$ cat src/rtl/pipeline_hazard_controller.sv
// pipeline_hazard_controller: stall/flush/freeze sequencing, operand forwarding and
// MEM-wait timeout supervision for a 5-stage RISC-V pipeline.
`default_nettype none

module pipeline_hazard_controller #(
  parameter int TIMEOUT = 16,
  parameter int CNT_W   = 16
) (
  input  logic             clk,
  input  logic             Reset,
  input  logic [4:0]       ID_rs1,
  input  logic [4:0]       ID_rs2,
  input  logic             ID_uses_rs1,
  input  logic             ID_uses_rs2,
  input  logic [4:0]       EX_rd,
  input  logic             EX_load_Instr,
  input  logic             EX_RF_enable,
  input  logic             EX_branch_taken,
  input  logic [4:0]       MEM_rd,
  input  logic             MEM_RF_enable,
  input  logic             MEM_RAM_Enable,
  input  logic             mem_ready,
  input  logic [4:0]       WB_rd,
  input  logic             WB_RF_enable,
  output logic             PC_LE,
  output logic             IF_ID_LE,
  output logic             IF_ID_flush,
  output logic             PC_src_sel,
  output logic             S,
  output logic             pipe_freeze,
  output logic [1:0]       fwdA,
  output logic [1:0]       fwdB,
  output logic             halt_err,
  output logic [CNT_W-1:0] stall_cnt,
  output logic [CNT_W-1:0] flush_cnt
);

  typedef enum logic [1:0] {
    RUN      = 2'd0,
    MEM_WAIT = 2'd1,
    HALT     = 2'd2
  } state_t;

  localparam logic [7:0]       WAIT_LAST = 8'(TIMEOUT - 1);
  localparam logic [CNT_W-1:0] CNT_MAX   = '1;

  state_t     state, state_nxt;
  logic [7:0] wait_cnt, wait_cnt_nxt;
  logic       halt_nxt;
  logic       memwait, loaduse;
  logic       stall_ev, flush_ev;

  assign memwait = MEM_RAM_Enable & ~mem_ready;
  assign loaduse = EX_load_Instr & EX_RF_enable & (EX_rd != 5'd0) &
                   ((ID_uses_rs1 & (ID_rs1 == EX_rd)) | (ID_uses_rs2 & (ID_rs2 == EX_rd)));

  always_comb begin
    PC_LE        = 1'b1;
    IF_ID_LE     = 1'b1;
    IF_ID_flush  = 1'b0;
    PC_src_sel   = 1'b0;
    S            = 1'b0;
    pipe_freeze  = 1'b0;
    stall_ev     = 1'b0;
    flush_ev     = 1'b0;
    state_nxt    = state;
    wait_cnt_nxt = wait_cnt;
    halt_nxt     = halt_err;
    if (Reset) begin
      state_nxt = RUN;
    end else if (state == HALT) begin
      PC_LE       = 1'b0;
      IF_ID_LE    = 1'b0;
      pipe_freeze = 1'b1;
      S           = 1'b1;
    end else if (memwait) begin
      // EX is frozen too, so a pending branch stays asserted and is taken after release
      PC_LE       = 1'b0;
      IF_ID_LE    = 1'b0;
      pipe_freeze = 1'b1;
      stall_ev    = 1'b1;
      if (state == RUN) begin
        state_nxt    = MEM_WAIT;
        wait_cnt_nxt = 8'd1;
      end else if (wait_cnt == WAIT_LAST) begin
        state_nxt = HALT;
        halt_nxt  = 1'b1;
      end else begin
        wait_cnt_nxt = wait_cnt + 8'd1;
      end
    end else begin
      state_nxt    = RUN;
      wait_cnt_nxt = 8'd0;
      if (EX_branch_taken) begin
        PC_src_sel  = 1'b1;
        IF_ID_flush = 1'b1;
        S           = 1'b1;
        flush_ev    = 1'b1;
      end else if (loaduse) begin
        PC_LE    = 1'b0;
        IF_ID_LE = 1'b0;
        S        = 1'b1;
        stall_ev = 1'b1;
      end
    end
  end

  always_comb begin
    fwdA = 2'b00;
    fwdB = 2'b00;
    if (!Reset) begin
      if (MEM_RF_enable && MEM_rd != 5'd0 && MEM_rd == ID_rs1)   fwdA = 2'b01;
      else if (WB_RF_enable && WB_rd != 5'd0 && WB_rd == ID_rs1) fwdA = 2'b10;
      if (MEM_RF_enable && MEM_rd != 5'd0 && MEM_rd == ID_rs2)   fwdB = 2'b01;
      else if (WB_RF_enable && WB_rd != 5'd0 && WB_rd == ID_rs2) fwdB = 2'b10;
    end
  end

  always_ff @(posedge clk or posedge Reset) begin
    if (Reset) begin
      state     <= RUN;
      wait_cnt  <= 8'd0;
      halt_err  <= 1'b0;
      stall_cnt <= '0;
      flush_cnt <= '0;
    end else begin
      state    <= state_nxt;
      wait_cnt <= wait_cnt_nxt;
      halt_err <= halt_nxt;
      if (stall_ev && stall_cnt != CNT_MAX) stall_cnt <= stall_cnt + 1'b1;
      if (flush_ev && flush_cnt != CNT_MAX) flush_cnt <= flush_cnt + 1'b1;
    end
  end

endmodule

`default_nettype wire

$ cat config.mk
export PLATFORM = sky130hd
export DESIGN_NAME = pipeline_hazard_controller
export DESIGN_NICKNAME = d
export VERILOG_FILES = /design/src/rtl/pipeline_hazard_controller.sv
export SDC_FILE = /design/constraint.sdc
export NUM_CORES = 1
export LEC_CHECK = 0
export BUFFER_PORTS_ARGS = -buffer_cell sky130_fd_sc_hd__buf_2
export CAP_MARGIN = 20
export CORE_ASPECT_RATIO = 0.6
export CORE_MARGIN = 5
export CORE_UTILIZATION = 40
export CTS_CLUSTER_DIAMETER = 100
export DETAILED_ROUTE_END_ITERATION = 10
export GPL_ROUTABILITY_DRIVEN = 0
export PLACE_DENSITY = 0.75
export SYNTH_ARGS = -nofsm -noshare
export SYNTH_HDL_FRONTEND = slang
export SYNTH_SLANG_ARGS = --single-unit
export TNS_END_PERCENT = 50
$ cat constraint.sdc
create_clock -name clk -period 2.7 [get_ports clk]
set_input_delay 0.135 -clock clk [delete_from_list [all_inputs] [get_ports clk]]
set_output_delay 0.135 -clock clk [all_outputs]
set_load 0.01 [all_outputs]
* Yosys cells after proc, flatten, opt, wreduce, memory -nomap -nowiden
Index checks and enable logic that the tools add are counted.
Storage, ports and cells: word-level logic and storage cells 82, output and inout bits 43, bits in read-only memories 0, input bits 36, register bits after elaboration 43, memories kept 0, bits in writable memories 0, bits in latches 0
Cells by class: eq/ne operators 13, bitwise gates (word level) 11, order comparisons 0, divide/modulo/power cells 0, multipliers 0, shift operators 0, muxes and demuxes 35, $add $sub $neg 3, reduce and logical (&&, ||, !) cells 15
Operators by type and width (number):
- $add A16 B1 Y16 const B | 2
- $ne A16 B16 Y1 const B | 2
- $eq A5 B5 Y1 | 6
- $mux W8 | 3
- $mux W2 | 11
- $mux W1 | 21
- $reduce_bool A5 Y1 | 3
- $add A8 B1 Y8 const B | 1
- $eq A8 B4 Y1 const B | 1
- $logic_and A1 B1 Y1 | 8
- $and A1 B1 Y1 | 6
- $reduce_and A5 Y1 | 1
- $ne A4 B2 Y1 const B | 1
- $not A1 Y1 | 4
- $ne A3 B3 Y1 const B | 1
- $reduce_and A3 Y1 | 1
- $eq A2 B2 Y1 const B | 1
- $logic_not A2 Y1 | 1
- $ne A2 B2 Y1 const B | 1
- $reduce_and A2 Y1 | 1
- $or A1 B1 Y1 | 1

* Depth between registers and ports, before layout
depth after elaboration 10, gate-level depth with buffers 7, gate-level depth less buffers 7

* Worst setup path after synthesis
Ideal clock, no wire load.
path type input to register, start in Reset, end reg flush_cnt[15], required time 2621 ps, buffers on the path 0, data arrival time 2389 ps, stages 6, setup time 79 ps, slack 232 ps, path through inv_1 > and4_4 > nand4_1 > or4_4 > nor2_2 > xor2_1
On the way: longest elaborated chain between the ends 2
Ends and longest elaborated chain:
- start, declared | RTL line 10 | input logic Reset,
- $mux W1
- via IF_ID_flush | RTL line 27 | output logic IF_ID_flush,
- $logic_and A1 B1 Y1 | RTL line 131 | if (flush_ev && flush_cnt != CNT_MAX) flush_cnt <= flush_cnt + 1'b1;
- end signal, assigned | RTL line 131
- end, declared | RTL line 35 | output logic [CNT_W-1:0] flush_cnt
The timed path passes the listed nets, and every way through them passes these cells. A chain may end at the register's enable or synchronous reset.

* Final worst setup path
start in Reset, end out fwdA[1]
On the way: longest elaborated chain between the ends 1
Ends and longest elaborated chain:
- $mux W2 | RTL line 111 | if (!Reset) begin
- end, declared | RTL line 31 | output logic [1:0] fwdA,
Every way passes these cells.

==> results.toml <==
[yosys]
synth.distinct_cells = 45
yosysTopAreaCellShare_pct = 42.3
syn_inst = 255
synth_area_leader_cell = "dfrtp_1"
synth_edf_count = 0
synthArstFlopShare_pct = 100
postSynthAreaPerCell_um2 = 9.97
syn-num-nets = 294
synth_flop_cell = "dfrtp_1"
yosys.cell_count.top_type = "dfrtp_1"
syn_area_um2 = 2540
synth_seq_cells = 43
ys_seq_area_share_pct = 42.3
synth_warnings = 0
ys_top_cells_by_area = "dfrtp_1, xnor2_1, xor2_1"
synthTopCellsByCount = "dfrtp_1, xnor2_1, xor2_1"

[hold_path]
min_from = "mem_ready"
hold_class = "primary input to register"

[timing]
setup_violations = 0
slew_headroom_pct = 53.1
drv_slew = 0
fmax_ghz = 0.457
fin_tns_setup_ps = 0
hold_viol = 0
fin_crit_sh_pct = 81.0
final.setup_skew_ps = 10.8
fin_crit_ps = 2190
rsz0062_at_grt = "false"
worst_pin_slew_ps = 696

[global_routing]
grt_pass1_vias = 2080
overflow = 0
grt_first_pass_wirelength_mm = 10.1
antenna_found_initial = 0
grt_max_degree = 44
grt_usage_pct = 15.1

[floorplanning]
start_util_pct = 41.4
die_w_um = 113
core_area_um2 = 6140
rows = 22
dieArea_um2 = 8100
io_pins = 79
die_h_um = 71.7

[clocking]
ctsLongestPathBuffers = 2
cts_tree = "yes"
cts-root-buf = "clkbuf_8"
cts.sinks = 43
post_cts_buffers = 0
cts_max_level = 2
cts_buffers = 5
insertion_delay_ps = 290
cts.clk_slew.worst_paths_ps = 80

[critical_path]
slowest_delay_ps = 530
reg2regPathDepth = 6
critPathMaxFanout = 6
worstPathCellList = "dlygate4sd3_1 > buf_2 > inv_2 > o211ai_1 > or4_1 > nor4_1 > buf_2"
crit_required_ps = 2570
crit_end = "fwdA[1]"
cp_top_family = "buffers and inverters"
critical_path_buf_inv_count = 4
crit_path_top_delay_cell = "dlygate4sd3_1"
crit_type = "primary input to output pin"
cp-start-kind = "primary input"
r2r-start = "wait_cnt[0]"
cp.arrival_ps = 2050
regToRegSetupSlack_ps = 550
worstSetupPathDepth = 7
crit_top_cell = "buf_2"
reg2reg_to = "wait_cnt[0]"
cp-end-kind = "output pin"
cp-startpoint = "Reset"

[drt]
routed_wl_mm = 6.07
drc_errors = 0
via_per_inst = 5.12
drt-wirelength-per-cell_um = 14.3
drtIter0Drc = 159
ant_nets = 0
dr.pass1.iters = 4
dr_total_vias = 2174

[final_layout]
fill_cells = 571
design_area_um2 = 3150
multi_input_area_um2 = 1420
diodes = 0
nets = 379
area_delta_synth_final_pct = 24.0
drive_above_1_share_pct = 30.5
layout.area.seq_um2 = 1080

[placed_design]
dpl_cell_area_um2 = 3030
io_buffers = 78
hpwl_mm = 4.83

[pwr]
p_per_area_nw_per_um2 = 534
peakVddDrop_mv = 0.365
power.leakage_nw = 1.53

[status]
status = "finished, final reports clean"

[job]
cap_violations = 0
==> metrics by stage <==
step | std cells | worst slack [ps] | hold slack [ps] | power (W) | util [%]
finish | 425 | 513 | 231 | 0.00168 | 51.3
global route | 425 | 405 | 239 | 0.00179 | 51.3
CTS | 425 | 544 | 208 | 0.00171 | 51.3
detailed placement | 416 | 602 | 71.2 | 0.00120 | 49.3
global placement | 416 | 727 | 62.6 | 0.00118 | 49.3
floorplan | 255 | 232 | 202 | 0.00102 | -
==> routing by layer <==
| layer | vias to the layer above | GRT usage (%) | part of all wire [%] |
|---|---|---|---|
| li1 | 1071 | - | - |
| met1 | 1055 | 22.1 | 50 |
| met2 | 46 | 22.7 | 45 |
| met3 | 2 | 4.39 | 5.2 |
| met4 | 0 | 2.00 | 0.21 |
| met5 | - | 0 | 0 |
==> cells in the final DEF, fill, tap and decap left out, types with 2 or more instances in the layout <==
cell type,instances
nor4_1,5
xor2_1,30
dfrtp_1,43
or2_2,2
clkbuf_8,5
nor2b_1,2
xnor2_1,34
nand4_1,14
and4_1,3
nor2_1,19
o21ai_0,2
nand3_1,14
nor2_2,2
buf_2,78
mux2_4,2
or4_1,4
ha_1,3
and3_1,5
nor3_1,13
inv_1,3
a21oi_1,5
nand2_1,21
buf_4,3
a211oi_1,2
mux2_2,2
==> power breakdown <==
group          switching (W)  leakage (nW)  internal, W  total [W]
clock               0.000227        0.0581     0.000276   0.000502
combinational       0.000194         0.891     0.000181   0.000375
sequential         0.0000920         0.578     0.000714   0.000806
==> worst min path at each step <==
stage / to / slack [ps] / cells after the start
finish: wait_cnt[1] / 230 / 4
global route: wait_cnt[1] / 240 / 4
floorplan: state[1] / 200 / 1
CTS: wait_cnt[1] / 210 / 4
detailed placement: halt_err / 70 / 2
global placement: halt_err / 60 / 2
==> what timing repair did <==
action | 4_1_cts | 5_1_grt
hold buffers | 1 | 0
endpoints found under the setup margin | 0 | 0
gates resized for setup | 0 | 0
endpoints found under the hold margin | 1 | 0
==> tightest hold or removal path, stage by stage <==
cell	delay, ps
buf_2	100
nor2b_1	80
nand4_1	90
o31ai_1	70
==> state kept, by name, summed over array words and instances, names as in the netlist <==
register and flops:
halt_err 1, state 2, stall_cnt 16, wait_cnt 8, flush_cnt 16
==> logic make-up (layout without fill, tap and decap cells) <==
family	after synthesis	in the layout	synth area share (%)
flops	43	43	42.3
compound gates	19	19	6.01
mux	4	4	2.07
simple gates	114	114	24.2
xor+xnor	64	64	22.1
fa+ha+maj	3	3	1.48
buf+inv	8	94	1.82
==> final cells by class <==
cell class	instances	area share (%)
clock buffers	5	2.18
clock inverters	3	1.39
inverters	4	0.477
multi-input cells	204	45.0
flip-flops and latches	43	34.2
well taps	84	3.34
repair buffers	82	13.4
No activity file was read; power rests on OpenSTA's default activity.
